--- config.mk ---
export PLATFORM = sky130hd
export DESIGN_NAME = sd_blk_arbiter
export DESIGN_NICKNAME = d
export VERILOG_FILES = /design/src/rtl/sd_blk_arbiter.sv
export SDC_FILE = /design/constraint.sdc
export NUM_CORES = 1
export LEC_CHECK = 0
export ABC_AREA = 0
export CAP_MARGIN = 20
export CORE_ASPECT_RATIO = 1.25
export CORE_MARGIN = 2
export CORE_UTILIZATION = 44
export CTS_BUF_LIST = sky130_fd_sc_hd__clkbuf_4 sky130_fd_sc_hd__clkbuf_8
export DETAILED_ROUTE_END_ITERATION = 10
export HOLD_SLACK_MARGIN = 0.06
export MAX_ROUTING_LAYER = met4
export PLACE_DENSITY_LB_ADDON = 0.2
export SKIP_CTS_REPAIR_TIMING = 1
export SYNTH_ARGS = -nofsm -noshare
export SYNTH_HDL_FRONTEND = slang
export SYNTH_SLANG_ARGS = --single-unit
--- constraint.sdc ---
create_clock -name CLK -period 5.3 [get_ports CLK]
set_input_delay 1.06 -clock CLK [delete_from_list [all_inputs] [get_ports CLK]]
set_output_delay 1.06 -clock CLK [all_outputs]
set_load 0.02 [all_outputs]
--- src/rtl/sd_blk_arbiter.sv ---
`timescale 1ns/1ps
`default_nettype none
// ============================================================================
// Module   : sd_blk_arbiter
// Purpose  : Round-robin arbiter sharing one SD sector port among four drives,
//            with an ack-wait watchdog and a recovery state.
// Revision : 1.0
// ============================================================================
module sd_blk_arbiter #(
    parameter int TMO_W = 24
) (
    input  logic             CLK,
    input  logic             RESET,
    input  logic [3:0]       req_rd,
    input  logic [3:0]       req_wr,
    input  logic [3:0][31:0] req_lba,
    input  logic [3:0][7:0]  drv_buff_din,
    output logic [3:0]       drv_ack,
    output logic             sd_rd,
    output logic             sd_wr,
    output logic [31:0]      sd_lba,
    input  logic             sd_ack,
    output logic [7:0]       sd_buff_din,
    output logic [1:0]       grant,
    output logic             busy,
    output logic             tmo_err
);

    typedef enum logic [1:0] {
        IDLE    = 2'd0,
        ISSUE   = 2'd1,
        XFER    = 2'd2,
        RECOVER = 2'd3
    } state_t;

    state_t           state, state_nxt;
    logic [1:0]       last, last_nxt;
    logic [1:0]       grant_nxt;
    logic             op_rd, op_rd_nxt;
    logic [31:0]      lba_nxt;
    logic [TMO_W-1:0] cnt, cnt_nxt;

    logic [3:0]       req;
    logic             pick_vld;
    logic [1:0]       pick;
    logic [1:0]       idx;
    logic             tmo_hit;

    assign req = req_rd | req_wr;

    // Descending scan so the nearest set bit after 'last' is the one kept.
    always_comb begin
        pick_vld = 1'b0;
        pick     = 2'd0;
        idx      = 2'd0;
        for (int i = 3; i >= 0; i--) begin
            idx = last + 2'(i + 1);
            if (req[idx]) begin
                pick_vld = 1'b1;
                pick     = idx;
            end
        end
    end

    // An ack or a cancel in the final ISSUE cycle takes priority over expiry.
    assign tmo_hit = (state == ISSUE) && !sd_ack && req[grant] && (&cnt);

    always_comb begin
        state_nxt = state;
        last_nxt  = last;
        grant_nxt = grant;
        op_rd_nxt = op_rd;
        lba_nxt   = sd_lba;
        cnt_nxt   = cnt;
        case (state)
            IDLE: begin
                if (pick_vld) begin
                    grant_nxt = pick;
                    op_rd_nxt = req_rd[pick];
                    lba_nxt   = req_lba[pick];
                    cnt_nxt   = '0;
                    state_nxt = ISSUE;
                end
            end
            ISSUE: begin
                if (sd_ack) begin
                    state_nxt = XFER;
                end else if (!req[grant]) begin
                    state_nxt = IDLE;
                end else if (&cnt) begin
                    state_nxt = RECOVER;
                end else begin
                    cnt_nxt = cnt + TMO_W'(1);
                end
            end
            XFER: begin
                if (!sd_ack) begin
                    last_nxt  = grant;
                    state_nxt = IDLE;
                end
            end
            RECOVER: begin
                if (!sd_ack && !req[grant]) begin
                    last_nxt  = grant;
                    state_nxt = IDLE;
                end
            end
            default: state_nxt = IDLE;
        endcase
    end

    always_ff @(posedge CLK or posedge RESET) begin
        if (RESET) begin
            state  <= IDLE;
            last   <= 2'd3;
            grant  <= 2'd0;
            op_rd  <= 1'b0;
            sd_lba <= '0;
            cnt    <= '0;
        end else begin
            state  <= state_nxt;
            last   <= last_nxt;
            grant  <= grant_nxt;
            op_rd  <= op_rd_nxt;
            sd_lba <= lba_nxt;
            cnt    <= cnt_nxt;
        end
    end

    // The ack is forwarded from its first cycle, including the ISSUE cycle it rises in.
    assign sd_rd       = (state == ISSUE) && op_rd  && !tmo_hit;
    assign sd_wr       = (state == ISSUE) && !op_rd && !tmo_hit;
    assign drv_ack     = (((state == ISSUE) || (state == XFER)) && sd_ack) ? (4'b0001 << grant) : 4'b0000;
    assign busy        = (state != IDLE);
    assign tmo_err     = tmo_hit;
    assign sd_buff_din = drv_buff_din[grant];

endmodule
`default_nettype wire

# Word-level counts from Yosys, hierarchy flattened
# Index checks and enable logic that the tools add are counted.
# W data, S select, Z words.
# classes
addsub,4
n_lt_le_gt_ge,6
eq_ne,10
n_shift,1
muxes,40
bitwise,1
reduce_logical,23
# ops
operator,n
$mux W24,4
$bmux W32 S2,1
$pmux W24 S2,1
$mux W32,1
$add A24 B1 Y24 const B,1
$mux W2,12
$reduce_and A24 Y1,1
$lt A2 B3 Y1 const B,6
$bmux W8 S2,1
$bmux W1 S2,6
$mux W1,10
$ne A2 B2 Y1 const B,5
$logic_and A1 B1 Y1,9
$mux W8,1
$pmux W2 S4,1
$reduce_bool A2 Y1,3
$reduce_and A5 Y1,1
$add A2 B2 Y2 const B,2
$eq A2 B2 Y1 const B,2
$logic_not A1 Y1,4
$mux W4,1
$ne A4 B3 Y1 const B,1
$or A4 B4 Y4,1
$pmux W2 S2,1
9 further kinds,9
# totals
ff_bits,63
inputBits,171
output_inout_bits,50
wordCells,91

# Logic depth before layout (Yosys ltp)
# Gate-level depths: netlist (run 1).
# depth
word_depth,9
ltp_mapped,10
depth_no_buf,8

# Worst setup path before layout (run 1)
# No wires, ideal clock.
# synth_timing
kind,input port to output port
startpoint,input req_wr[1]
endpoint,output sd_wr
arrival_time_ns,2.240
t_required_ns,4.240
slack_ns,2.000
path_stages,4
path_buffers,0
path_cell_list,nor2_1 > mux4_2 > nor2_1 > a211oi_1
# synth_between
elab_chain_cells,7
# synth_lines
item,line,source
from (decl),15,"input logic [3:0] req_wr,"
$or A4 B4 Y4,49,assign req = req_rd | req_wr;
$bmux W1 S2,66,assign tmo_hit = (state == ISSUE) && !sd_ack && req[grant] && (&cnt);
$mux W1 (implied by the code),66,
$logic_and A1 B1 Y1 (2 in series),66,
$logic_not A1 Y1,132,assign sd_wr = (state == ISSUE) && !op_rd && !tmo_hit;
$logic_and A1 B1 Y1,132,
to (decl),20,"output logic sd_wr,"
# Every way passes these cells. The select of a mux whose other input is x is not followed.

# Worst setup path in the final report (run 1)
# layout_timing
startpoint,input req_rd[1]
endpoint,output sd_rd
# layout_between
elab_chain_cells,7
# layout_lines
item,line,source
from (decl),14,"input logic [3:0] req_rd,"
$or A4 B4 Y4,49,
$bmux W1 S2,66,
$mux W1 (implied by the code),66,
$logic_and A1 B1 Y1 (2 in series),66,
$logic_not A1 Y1,131,assign sd_rd = (state == ISSUE) && op_rd && !tmo_hit;
$logic_and A1 B1 Y1,131,
to (decl),19,"output logic sd_rd,"
# Every way passes these cells. The select of a mux whose other input is x is not followed.

==> results.md, run 1 <==
* CP Data Arrival Time at 3.23 ns
* Area contributors post-synth: dfrtp_1 37%, mux2i_1 16%, o221ai_1 7.1%, nand2_1 5.5%, mux4_2 5.4%
* H-tree depth at 3
* HPWL after detailed placement at between 10,000 and 15,000 µm
* Slew Viols, Final at 0
* Clock Sinks at 63
* Post-Route Skew at 0.0162 ns
* DRC at 0
* Vias in the first global route at 4,387
* Most common cell in the netlist: mux2i_1
* Congestion Overflow GR at 0
* Row cnt at 39
* Seq/Total Area, Yosys at 0.378
* Worst Tran Pin Value at 0.892 ns
* Worst vdd ir at 0.287 mV
* Antenna cell count at 0
* FILL cells at 694
* Num CTS Buffers at 9
* Yosys cell types at 49
* Pwr dens at 464 nW/µm²
* Crit Path Category: input pin to output pin
* Seq cells post-synth at 63
* Synth warnings at 0
* Routed via count at roughly 4,300
* Initial core utilization at 0.455
* Final WL at 13,700 µm
* Internal at 1.80 mW
* Min Tclk post-route at about 4.3 ns
* Die Width at 91.1 µm
* Synth area leader: dfrtp_1
* Core area at 9170 µm²
* Worst-skew pair later-pin latency at 0.34 ns
* Die Height at 113 µm
* Reg power frac at 0.254
* CP max-delay cell: clkdlybuf4s50_1
* Sw frac at 0.418
* Hold slack at 0.490 ns
* Initial antenna violation count at 0
* Synth Instances at around 430
* Clock Tree Root: clkbuf_8
* First-pass GRT wire length at 21,400 µm
* Clock share of power at 0.148
* Max Buffers Root-to-Sink at 2
* Worst setup EP type: output pin
* Layout cell share with drive strength beyond 1 at 0.0781
* Max-Cap Viols at 0
* Slew HR at 0.405
* RSZ-0062 raised after global routing: false
* Synthesized Nets at 605
* Logic pwr share at 0.597
* Tcrit/Tclk final at 0.809
* Largest net degree at the start of global routing at 64
* Number of iterations in the first detailed-routing pass at 4
* Layout Nets at 811
* Global Route Usage Sum at 0.269
* Critical Path Fanout Max at 5
* Synth cell count leaders: 65 x mux2i_1, 61 x dfrtp_1, 61 x nand2_1
* Post-DRT Antenna Nets at 0
* Synth top area share at 0.366
* Worst path max stage delay at 0.54 ns
* Post-Syn Area at 4180 µm²
* Post-synthesis to final-layout area growth at 59.4%
* Psw at 1.29 mW
* Die area at 10,300 µm²
* Post-synthesis average cell area at roughly 10 µm²
* Reg clk slew, reported paths at 0.06 ns
* CTS tree: yes
* Setup_tns at 0 ns
* Drt via density at 5.66
* Initial DRC count at 294
* Final Wtd Congestion at 0.954
* Hold Vio Cnt, Final at 0
* Final Total Pwr at 3.09 mW
* # setup viols final at 0
* Status: finished, final reports clean
* FMAX at ~0.23 GHz
* Main flop type after synthesis: dfrtp_1
* Synth async-reset ratio at 1.00
* I/O pin count at 221
* Worst EP required at 4.24 ns
* Startpoint types: input pin
* Post-synth EDFFs at 0
* WL/cell at around 18 µm
* CP Cell Sequence: clkdlybuf4s50_1, nor2_1, mux4_2, nor2_1, nand2_1, and3_1, clkdlybuf4s50_1
* Leakage power at approximately 2.8 nW
* Worst hold path type: register to register
* Port bufs at 220
cell type report:
| cell class | count | area, µm² | share of cell area |
|---|---|---|---|
| Multi-Input combinational cell | 324 | 2400 | 0.360 |
| Clock buffer | 10 | 131 | 0.0197 |
| Inverter | 11 | 41.3 | 0.00621 |
| Sequential cell | 63 | 1580 | 0.237 |
| Timing Repair Buffer | 226 | 2270 | 0.341 |
| Tap cell | 123 | 154 | 0.0231 |
| Clock inverter | 6 | 85.1 | 0.0128 |
layout by cell type (no fill, tap or decap), drive strengths merged, types with 3 or more instances in the layout:
cell | synthesis | routed
a21oi | 12 | 12
and4 | 4 | 4
buf | 13 | 6
clkbuf | 18 | 10
clkdlybuf4s50 | 0 | 220
dfrtp | 61 | 61
ha | 5 | 5
inv | 11 | 11
mux2i | 65 | 65
mux4 | 10 | 10
nand2 | 61 | 61
nand2b | 4 | 4
nand3 | 11 | 11
nand4 | 4 | 4
nor2 | 26 | 26
nor3 | 10 | 10
nor4 | 5 | 5
o211ai | 4 | 4
o21ai | 14 | 14
o221ai | 34 | 34
o31ai | 6 | 6
or2 | 8 | 8
or3 | 3 | 3
or4 | 5 | 5
xnor2 | 10 | 10
registers in the layout (all words and copies together), names as in the netlist:
signal,flops
op_rd,1
last,2
grant,2
sd_lba,32
cnt,24
state,2
worst max-delay path, delay by kind of cell:
family	cells	cell delay, ns
buf+inv	2	1.08
simple gates	4	0.55
mux	1	0.53
cell families after synthesis:
group | after synthesis | synth area share
AND/OR/NAND/NOR | 147 | 0.172
multiplexers | 76 | 0.212
XOR/XNOR | 10 | 0.0210
AO/OA/AOI/OAI | 86 | 0.151
adder cells (fa/ha/maj) | 5 | 0.0150
flip-flops | 63 | 0.378
buffers and inverters | 42 | 0.0497
worst paths after layout:
path | start | to | slack (ns) | cells after the start
min in group asynchronous | RESET | cnt[12] | 1.26 | 3
setup reg to reg | state[1] | cnt[17] | 2.23 | 9
hold / removal | sd_lba[29] | sd_lba[29] | 0.49 | 2
max in group asynchronous | RESET | cnt[19] | 3.48 | 3
hold reg to reg | sd_lba[29] | sd_lba[29] | 0.49 | 2
setup / recovery | req_rd[1] | sd_rd | 1.01 | 7
layer usage:
layer	wire, µm	track usage	up-vias	part of all wire
met5	0	-	-	0
met4	463	0.111	0	0.034
met3	947	0.0479	38	0.069
met2	7020	0.456	233	0.51
met1	5270	0.317	2031	0.38
li1	-	-	2020	-
through the flow:
stage | util | cell area, µm² | instances | setup slack [ns]
after floorplan | - | 4180 | 429 | 2.00
after global placement | 0.699 | 6410 | 746 | 1.06
after detailed placement | 0.702 | 6440 | 747 | 1.01
after CTS | 0.725 | 6650 | 763 | 1.01
after global routing | 0.725 | 6650 | 763 | 0.961
final | 0.725 | 6650 | 763 | 1.01
power by group through the flow:
stage | sequential, mW | combinational (mW) | clock (mW)
floorplan | 0.892 | 1.04 | 0
global placement | 0.782 | 1.78 | 0
detailed placement | 0.793 | 1.84 | 0
CTS | 0.786 | 1.85 | 0.466
global route | 0.808 | 1.97 | 0.483
finish | 0.786 | 1.84 | 0.458
No activity file was read; power rests on OpenSTA's default activity.
==> run 2: changes to the inputs <==
--- a/config.mk
+++ b/config.mk
@@ -9,7 +9,7 @@
 export CAP_MARGIN = 20
 export CORE_ASPECT_RATIO = 1.25
 export CORE_MARGIN = 2
-export CORE_UTILIZATION = 44
+export CORE_UTILIZATION = 37
 export CTS_BUF_LIST = sky130_fd_sc_hd__clkbuf_4 sky130_fd_sc_hd__clkbuf_8
 export DETAILED_ROUTE_END_ITERATION = 10
 export HOLD_SLACK_MARGIN = 0.06
==> constraint.sdc (replaced) <==
create_clock -name CLK -period 3.6 [get_ports CLK]
set_input_delay 0.72 -clock CLK [delete_from_list [all_inputs] [get_ports CLK]]
set_output_delay 0.72 -clock CLK [all_outputs]
set_load 0.02 [all_outputs]
==> run 2 against run 1 <==
Against the previous run:
- clock skew is 0.0062 ns lower
- design area is 2.1% higher
- combinational power is 49% higher
- non-clock buffer count is 12 higher
- sequential power is 45% higher
- first-iteration DRC count is 50% lower
- critical endpoint unchanged
- largest power group unchanged
- highest routed layer unchanged
==> results.md, run 2 (synthesis results as in run 1) <==
* First-pass GRT wire length at 20,900 µm
* Most frequent cells in the layout: 220 x clkdlybuf4s50_1, 65 x mux2i_1, 61 x nand2_1, 61 x dfrtp_1, 34 x o221ai_1
* Layout cell share with drive strength beyond 1 at 0.0951
* Worst path max stage delay at roughly 0.54 ns
* Number of iterations in the first detailed-routing pass at 4
* H-tree depth at 3
* CTS tree: yes
* Post-Route Skew at 0.0100 ns
* Max reg flops at 32
* Core area at around 11,000 µm²
* Post-DRT Antenna Nets at 0
* Leakage power at 2.84 nW
* CP Data Arrival Time at between 2 and 3 ns
* Global Route Usage Sum at 0.224
* WL/cell at 17.4 µm
* Max Buffers Root-to-Sink at 2
* Drt via density at 5.45
* Port bufs at 220
* Status: finished, final reports clean
* Startpoint types: input pin
* I/O pin count at 221
* Crit Path Category: input pin to output pin
* Worst Tran Pin Value at 0.672 ns
* Congestion Overflow GR at 0
* Antenna cell count at 0
* Worst-skew pair later-pin latency at 0.34 ns
* DRC at 0
* Largest registers: sd_lba (32), cnt (24)
* CP max-delay cell: clkdlybuf4s50_1
* Initial DRC count at 148
* Worst hold path type: register to register
* FILL cells at about 950
* Core Util, Final at 0.616
* Die Height at 123 µm
* Slew HR at 0.552
* Row cnt at 43
* Final WL at 13,700 µm
* Reg clk slew, reported paths at 0.06 ns
* Final Wtd Congestion at between 0.8 and 0.9
* Slew Viols, Final at 0
* Clock Sinks at 63
* Worst vdd ir at 0.274 mV
* Buffers and inverters on the worst path at 2
* Die Width at around 99 µm
* Vias in the first global route at 4,388
* Clock Tree Root: clkbuf_8
* Hold Vio Cnt, Final at 0
* Crit path max-delay family: buffers and inverters
* Tcrit/Tclk final at 0.972
* Worst EP required at approximately 2.9 ns
* Num CTS Buffers at 9
* RSZ-0062 raised after global routing: false
* FMAX at 0.286 GHz
* Die area at 12,200 µm²
* Min Tclk post-route at 3.50 ns
* Largest net degree at the start of global routing at 37
* Initial core utilization at 0.379
* Setup_tns at 0 ns
* Post-synthesis to final-layout area growth at 62.7%
* Final Total Pwr at approximately 4.6 mW
* HPWL after detailed placement at 10,700 µm
* Initial antenna violation count at 0
* CP Cell Sequence: clkdlybuf4s50_1, nor2_1, mux4_2, nor2_1, nand2_1, and3_1, clkdlybuf4s50_1
* Pwr dens at roughly 700 nW/µm²
* Max-Cap Viols at 0
* Area after DPL at 6550 µm²
* Layout Nets at 823
* Worst setup EP type: output pin
* Routed via count at 4,290
* # setup viols final at 0
* Fin area at 6790 µm²
* Commonest non-fill, non-tap cell in the layout: clkdlybuf4s50_1
* Critical Path Fanout Max at 3
* Most flops, register: sd_lba
-- run 2: changes by cell type in the layout (fill, tap and decap cells not counted) --
cell / previous run / this run
buf_12: 0 / 2
buf_4: 5 / 16
buf_16: 1 / 0
clkinv_2: 2 / 0
clkbuf_8: 9 / 13
clkinvlp_4: 2 / 0
-- run 2: cell type report --
class                   count  area, µm²  area share
multi-input cells         324       2400       0.353
repair buffers            238       2360       0.348
flip-flops and latches     63       1580       0.232
clock buffers              14        186      0.0274
well taps                 135        169      0.0249
clock inverters             2       60.1     0.00884
inverters                  11       41.3     0.00608
-- run 2: metrics by stage --
stage | setup slack, ns | cells | hold WS, ns
final | 0.102 | 787 | 0.489
after global routing | 0.00657 | 787 | 0.511
after CTS | 0.0938 | 787 | 0.497
after detailed placement | 0.0990 | 771 | 0.476
after global placement | 0.106 | 771 | 0.471
after floorplan | 0.980 | 429 | 0.461
-- run 2: path summary, 6_finish.rpt --
| path | to | depth (start not counted) | slack (ns) | startpoint |
|---|---|---|---|---|
| worst min-delay path | sd_lba[9] | 2 | 0.49 | sd_lba[9] |
| worst max-delay path | sd_rd | 7 | 0.10 | req_wr[1] |
| max in group asynchronous | last[1] | 3 | 2.09 | RESET |
| worst min register to register | sd_lba[9] | 2 | 0.49 | sd_lba[9] |
| worst max register to register | cnt[23] | 9 | 1.13 | state[1] |
| min in group asynchronous | sd_lba[14] | 2 | 0.77 | RESET |
-- run 2: worst reg2reg max path, cell delays in order (launching register included) --
cell and delay, ns:
dfrtp_1 0.40, inv_1 0.10, ha_1 0.44, nor2b_1 0.14, or4_1 0.54, o221ai_1 0.16, buf_4 0.28, nor4_1 0.10
xnor2_1 0.14, nor2_1 0.06
-- run 2: per-layer routing --
layer  up-vias  share of wire  routed length (µm)  global-route usage
met3        24          0.064                 882              0.0495
met2       180           0.50                6820               0.365
met5         -              0                   0                   -
li1       2042              -                   -                   -
met4         0          0.025                 343              0.0890
met1      2044           0.41                5660               0.270
-- run 2: power by group --
| part | total (mW) | internal [mW] | switching [mW] | leakage, nW |
|---|---|---|---|---|
| logic | 2.75 | 1.34 | 1.42 | 1.90 |
| registers | 1.14 | 0.949 | 0.186 | 0.811 |
| clock network | 0.753 | 0.474 | 0.278 | 0.126 |
